**src/rtl/clk_div_bank_if.sv**
```systemverilog
// Control and observation bundle for clk_div_bank: enables, config/mask writes,
// and the divided outputs. The master drives control; the divider bank is the slave.
interface clk_div_bank_if #(
   parameter int unsigned NUM_CH = 4,
   parameter int unsigned CNT_W  = 8
);
   localparam int unsigned CH_W = 3;

   logic              ena;
   logic              sync;
   logic              cfg_we;
   logic [CH_W-1:0]   cfg_ch;
   logic [CNT_W-1:0]  cfg_div;
   logic              cfg_mode;
   logic              mask_we;
   logic [NUM_CH-1:0] mask_in;
   logic [NUM_CH-1:0] div_out;
   logic [NUM_CH-1:0] tick;
   logic              y;

   modport master (
      output ena, sync, cfg_we, cfg_ch, cfg_div, cfg_mode, mask_we, mask_in,
      input  div_out, tick, y
   );

   modport slave (
      input  ena, sync, cfg_we, cfg_ch, cfg_div, cfg_mode, mask_we, mask_in,
      output div_out, tick, y
   );
endinterface

```
**src/rtl/clk_div_bank.sv**
```systemverilog
// Bank of NUM_CH programmable down-counter dividers producing clock-enable-style
// divided waveforms and terminal-count ticks on clk, plus a masked AND of the outputs.
module clk_div_bank #(
   parameter int unsigned       NUM_CH   = 4,
   parameter int unsigned       CNT_W    = 8,
   parameter logic [NUM_CH-1:0] MASK_RST = NUM_CH'(4'b0101)
) (
   input logic            clk,
   input logic            rst_n,
   clk_div_bank_if.slave  bus
);
   localparam int unsigned CH_W = 3;

   logic [CNT_W-1:0]  r_div [NUM_CH];
   logic [CNT_W-1:0]  r_cnt [NUM_CH];
   logic [NUM_CH-1:0] r_mode;
   logic [NUM_CH-1:0] r_div_out;
   logic [NUM_CH-1:0] r_tick;
   logic [NUM_CH-1:0] r_mask;

   logic [NUM_CH-1:0] w_wr;
   logic [CNT_W-1:0]  w_ld [NUM_CH];
   logic              w_y;

   // Reset divide value 2^ch - 1 gives divide-by-2/4/8/16... in toggle mode.
   function automatic logic [CNT_W-1:0] rst_div(input int unsigned ch);
      return CNT_W'((32'd1 << ch) - 32'd1);
   endfunction

   // A same-edge config write overrides the reload value of its channel.
   always_comb begin
      w_wr = '0;
      w_ld = '{default: '0};
      for (int unsigned ch = 0; ch < NUM_CH; ch++) begin
         w_wr[ch] = bus.cfg_we && (bus.cfg_ch == CH_W'(ch));
         w_ld[ch] = w_wr[ch] ? bus.cfg_div : r_div[ch];
      end
   end

   always_ff @(posedge clk) begin
      if (!rst_n) begin
         for (int unsigned ch = 0; ch < NUM_CH; ch++) begin
            r_div[ch] <= rst_div(ch);
            r_cnt[ch] <= rst_div(ch);
         end
         r_mode    <= '0;
         r_div_out <= '0;
         r_tick    <= '0;
         r_mask    <= MASK_RST;
      end else begin
         if (bus.mask_we) r_mask <= bus.mask_in;
         for (int unsigned ch = 0; ch < NUM_CH; ch++) begin
            if (w_wr[ch]) begin
               r_div[ch]  <= bus.cfg_div;
               r_mode[ch] <= bus.cfg_mode;
            end
            if (bus.sync) begin
               r_cnt[ch]     <= w_ld[ch];
               r_div_out[ch] <= 1'b0;
               r_tick[ch]    <= 1'b0;
            end else if (bus.ena) begin
               if (r_cnt[ch] == '0) begin
                  r_tick[ch]    <= 1'b1;
                  r_cnt[ch]     <= w_ld[ch];
                  r_div_out[ch] <= r_mode[ch] ? 1'b1 : ~r_div_out[ch];
               end else begin
                  r_tick[ch] <= 1'b0;
                  r_cnt[ch]  <= r_cnt[ch] - CNT_W'(1);
                  if (r_mode[ch]) r_div_out[ch] <= 1'b0;
               end
            end else begin
               // Frozen: count and toggle output hold, pulse output drops.
               r_tick[ch] <= 1'b0;
               if (r_mode[ch]) r_div_out[ch] <= 1'b0;
            end
         end
      end
   end

   // An empty mask would otherwise reduce to 1; force y low instead.
   assign w_y = (r_mask != '0) && (&(r_div_out | ~r_mask));

   assign bus.div_out = r_div_out;
   assign bus.tick    = r_tick;
   assign bus.y       = w_y;
endmodule

```
**src/flat_wrapper.sv**
```systemverilog
// flat-port wrapper written by rule: the top's interface ports become plain ports
module clk_div_bank_flat 
#(
   parameter int unsigned       NUM_CH   = 4,
   parameter int unsigned       CNT_W    = 8,
   parameter logic [NUM_CH-1:0] MASK_RST = NUM_CH'(4'b0101)
)
  (clk, rst_n, bus_ena, bus_sync, bus_cfg_we, bus_cfg_ch, bus_cfg_div, bus_cfg_mode, bus_mask_we, bus_mask_in, bus_div_out, bus_tick, bus_y);
  clk_div_bank_if #(.NUM_CH(NUM_CH), .CNT_W(CNT_W)) bus_i ();
  input logic clk;
  input logic rst_n;
  input wire logic [$bits(bus_i.ena)-1:0] bus_ena;
  input wire logic [$bits(bus_i.sync)-1:0] bus_sync;
  input wire logic [$bits(bus_i.cfg_we)-1:0] bus_cfg_we;
  input wire logic [$bits(bus_i.cfg_ch)-1:0] bus_cfg_ch;
  input wire logic [$bits(bus_i.cfg_div)-1:0] bus_cfg_div;
  input wire logic [$bits(bus_i.cfg_mode)-1:0] bus_cfg_mode;
  input wire logic [$bits(bus_i.mask_we)-1:0] bus_mask_we;
  input wire logic [$bits(bus_i.mask_in)-1:0] bus_mask_in;
  output wire logic [$bits(bus_i.div_out)-1:0] bus_div_out;
  output wire logic [$bits(bus_i.tick)-1:0] bus_tick;
  output wire logic [$bits(bus_i.y)-1:0] bus_y;
  assign bus_i.ena = bus_ena;
  assign bus_i.sync = bus_sync;
  assign bus_i.cfg_we = bus_cfg_we;
  assign bus_i.cfg_ch = bus_cfg_ch;
  assign bus_i.cfg_div = bus_cfg_div;
  assign bus_i.cfg_mode = bus_cfg_mode;
  assign bus_i.mask_we = bus_mask_we;
  assign bus_i.mask_in = bus_mask_in;
  assign bus_div_out = bus_i.div_out;
  assign bus_tick = bus_i.tick;
  assign bus_y = bus_i.y;
  clk_div_bank #(.NUM_CH(NUM_CH), .CNT_W(CNT_W), .MASK_RST(MASK_RST)) u_core (.clk(clk), .rst_n(rst_n), .bus(bus_i));
endmodule
```
**config.mk**
```make
export PLATFORM = sky130hd
export DESIGN_NAME = clk_div_bank_flat
export DESIGN_NICKNAME = d
export VERILOG_FILES = /design/src/rtl/clk_div_bank_if.sv /design/src/rtl/clk_div_bank.sv /design/src/flat_wrapper.sv
export SDC_FILE = /design/constraint.sdc
export NUM_CORES = 1
export LEC_CHECK = 0
export ABC_AREA = 1
export CORE_AREA = 2 2 108 110
export DETAILED_ROUTE_END_ITERATION = 12
export DIE_AREA = 0 0 110 112
export GPL_ROUTABILITY_DRIVEN = 0
export PLACE_DENSITY = 0.66
export RECOVER_POWER = 25
export SLEW_MARGIN = 20
export SYNTH_ARGS = -nofsm -noshare
export SYNTH_HDL_FRONTEND = slang
export SYNTH_SLANG_ARGS = --single-unit
```
**constraint.sdc**
```tcl
create_clock -name clk -period 1.65 [get_ports clk]
set_input_delay 0.165 -clock clk [delete_from_list [all_inputs] [get_ports clk]]
set_output_delay 0.165 -clock clk [all_outputs]
set_load 0.01 [all_outputs]
```
==> results.cfg <==
[logic_synthesis]
post_synth_instance_area_sq_um = 4340
area_share_of_the_leading_cell_type_in_the_synthesized_netlist_pct = 44.2
async_flop_share_pct = 0
synth.ff_latch_count = 80
post-synth-top-area-cell = edfxtp_1
postSynthCellCount = 529
post_synth_mux_area_share_pct = 0
synth.net_count = 558
synth_compound_area_share_pct = 8.06
synth-warning-count = 0
synth_simple_gate_area_share_pct = 27.8
number_of_flops_mapped_to_enable_cells_by_yosys = 64
synthAdderAreaFrac_pct = 2.02
synth_ff_type = edfxtp_1
post_synth.cell_area_avg_sq_um = 8.21
netlist-cell-type-count = 31
synth_area_in_xor_xnor_pct = 2.62
synth.yosys.seq_area_share_pct = 51.6
combinational_family_with_the_most_area_after_synthesis = simple AND/OR/NAND/NOR gates
synthTopCellsByArea = edfxtp_1 44%, nand2_1 12%, dfxtp_1 7.4%, nor2_1 7.3%, inv_1 6.1%

[route]
number_of_violations_reported_at_the_end_of_detailed_routing_iteration_0 = 299
route.detailed.wl_per_inst_um = 13.7
via_cell_ratio = 4.84
drt_pass1_iterations = 5
wl_um = 10800
postRouteAntennaNets = 0
drc_errors_left = 0
vias = 3817

[floorplanning]
io_pins = 31
die_width_um = 110
design.core.area_sq_um = 11200
core.rowCount = 39
initial_utilization_pct = 38.9
die_footprint_sq_um = 12300
die_h_um = 112

[setup_path]
cp_top_family = simple AND/OR/NAND/NOR gates
path_common_cell = inv_2
critical_path.slowest_cell = edfxtp_1
worst_path_largest_cell_delay_ns = 0.33
cp.required_ns = 1.72
cp_max_fo = 8
worstSetupEndpointType = flip-flop
worst-endpoint-arrival_ns = 1.65
crit_path_cell_chain = inv_2 > ha_4 > inv_2 > nor2_2 > nand2_1 > nor2_2 > buf_6 > nor2_4 > inv_2 > nand2_2 > nand3_2
worstSetupStartpointType = flip-flop
criticalPathCategory = reg -> reg
critical_path_buf_inv_count = 4

[clocking]
clock_latency_ns = 0.33
htree_num_levels = 3
postCtsSetupRepairBufs = 0
cts-root-to-sink-buffers = 2
cts_tree = done
clock_sinks = 80
cts-root-buf = clkbuf_16
clock_transition_at_the_register_clock_pins_on_the_worst_setup_and_hold_paths_after_cts_ns = 0.06
cts-buffers-inserted = 9

[global_route]
antenna_found_initial = 0
number_of_global_route_vias_before_repair = 3657
wire_length_of_the_first_global_routing_pass_um = 17600
globalRouteTotalUtil_pct = 18.9
grt_residual_overflow = 0
grt_start_max_net_pins = 20

[power_and_ir_drop]
vdd_drop_max_uv = 653
p_per_area_nw_per_um2 = 916
p_leak_nw = 2.58

[timing]
finalHoldViolations = 0
timing.hold.ws_ns = 0.392
setup_violations = 0
fin_crit_sh_pct = 95.3
setup_ws_ns = 0.0772
max_slew.worst_pin.slew_ns = 0.446
shortest_clock_period_the_worst_path_allows_after_layout_ns = 1.57
max_clock_skew_ns = 0.00434
max_clock_freq_mhz = 636
final_max_slew_viol_count = 0
maxSlewHeadroom_pct = 70.1
timing.setup.tns_ns = 0

[final_layout]
inserted_diodes = 0
drive_gt1_share_pct = 19.7
design.final.nets = 670
design_area_sq_um = 5740
fillCellCount = 1040
flow.area_growth_from_synthesis_pct = 32.1

[placed_design]
place_worst_setup_slack_ns = -0.247
post_dp_cell_area_sq_um = 5380
port-buffer-count = 30
detail_placement_hpwl_um = 8120

[min_path]
min_path_type = in -> reg

[status]
result_of_the_run = complete, no violations

[run]
timing.max_cap.violations = 0
[state kept, by name, indices dropped and copies added (netlist names)]
signal,flops
u_core.bus.div_out,4
u_core.bus.tick,4
u_core.r_cnt,32
u_core.r_div,32
u_core.r_mask,4
u_core.r_mode,4
[logic make-up (layout without fill, tap and decap cells)]
| group | after synthesis | after routing |
|---|---|---|
| buffers and inverters | 84 | 201 |
| AOI/OAI and AO/OA | 66 | 66 |
| adders and majority gates | 7 | 7 |
| and+or+nand+nor | 279 | 279 |
| xor gates and xnor gates | 13 | 13 |
| DFF | 80 | 80 |
[layout by cell type (no fill, tap or decap), types with 2 or more instances in the layout]
master           synthesis  final
a21oi_1                 13     13
nor2_4                   5      8
nand2_1                136    132
bufinv_16                0      2
clkbuf_4                 0      3
inv_2                    3      7
buf_4                    3     71
o22ai_1                  7      7
o21ai_1                  2      2
clkdlybuf4s50_1          0     23
clkinvlp_4               0      2
dfxtp_1                 16     16
nor3_1                   3      4
xnor2_1                  2      2
nand3_2                  2      5
nand2_4                  1      2
xor2_1                  11     11
clkbuf_16                0      9
nor2_2                   0      4
nand2_2                  2      5
nor2_1                  84     77
ha_1                     7      6
o21ai_0                 40     40
nand4_1                  9      9
inv_1                   71     67
o211ai_1                 3      3
dlygate4sd3_1            0      5
edfxtp_1                64     64
nand3_1                 32     29
clkbuf_1                 1      5
[final cells by class]
class / count / area (sq um) / area share [%]
Multi-Input combinational cell: 365 / 1830 / 31.8
Inverter: 75 / 284 / 4.95
Tap cell: 143 / 179 / 3.12
Sequential cell: 80 / 2240 / 39.1
Clock buffer: 10 / 229 / 3.99
Timing Repair Buffer: 110 / 896 / 15.6
Clock inverter: 6 / 83.8 / 1.46
[worst paths after layout]
path,startpoint,to,slack [ns],cells after the start
worst min register to register,u_core.r_mode[3],u_core.r_mode[3],0.47,2
worst max register to register,u_core.r_cnt[3][0],u_core.r_cnt[3][2],0.08,11
worst min-delay path,rst_n,u_core.r_mask[3],0.39,4
worst max-delay path,u_core.r_cnt[3][0],u_core.r_cnt[3][2],0.08,11
[synth_stat cells, types with 2 or more instances]
master and count:
a21oi_1 13, buf_2 4, nor2_1 84, o22ai_1 7, xor2_1 11, nand2_2 2
inv_1 71, buf_4 3, nand4_1 9, o21ai_0 40, edfxtp_1 64, dfxtp_1 16
nor2_4 5, inv_2 3, xnor2_1 2, ha_1 7, o211ai_1 3, nor3_1 3
nand3_1 32, nand2_1 136, nor3_4 2, o21ai_1 2, nand3_2 2
[where the power goes]
| group | switching, mW | internal (mW) |
|---|---|---|
| Clock | 0.753 | 1.32 |
| Sequential | 0.0629 | 2.33 |
| Combinational | 0.458 | 0.332 |
[worst reg2reg max path, delay by kind of cell, from the launching register on]
family,cells,cell delay (ns)
adders and majority gates,1,0.16
and+or+nand+nor,6,0.52
buffers and inverters,4,0.30
DFF,1,0.33
[layer usage]
layer  global-route usage (%)  up-vias  part of all wire (%)
met5                        0        -                     0
met4                     5.65        0                   1.2
met3                     3.92       12                   5.6
met2                     29.6       96                    47
met1                     26.3     1765                    46
li1                         -     1944                     -
[what timing repair did]
action	4_1_cts	5_1_grt
gates resized for setup	5	26
hold buffers	0	0
pin swaps	0	8
endpoints found under the setup margin	8	27
[metrics by stage]
stage	power (mW)	instances	utilization (%)
3_3_place_gp	3.18	773	48.1
5_1_grt	5.49	789	51.4
2_1_floorplan	2.85	529	-
3_5_place_dp	3.20	773	48.1
4_1_cts	5.29	789	51.0
6_report	5.26	789	51.4
No activity file was read; power rests on OpenSTA's default activity.
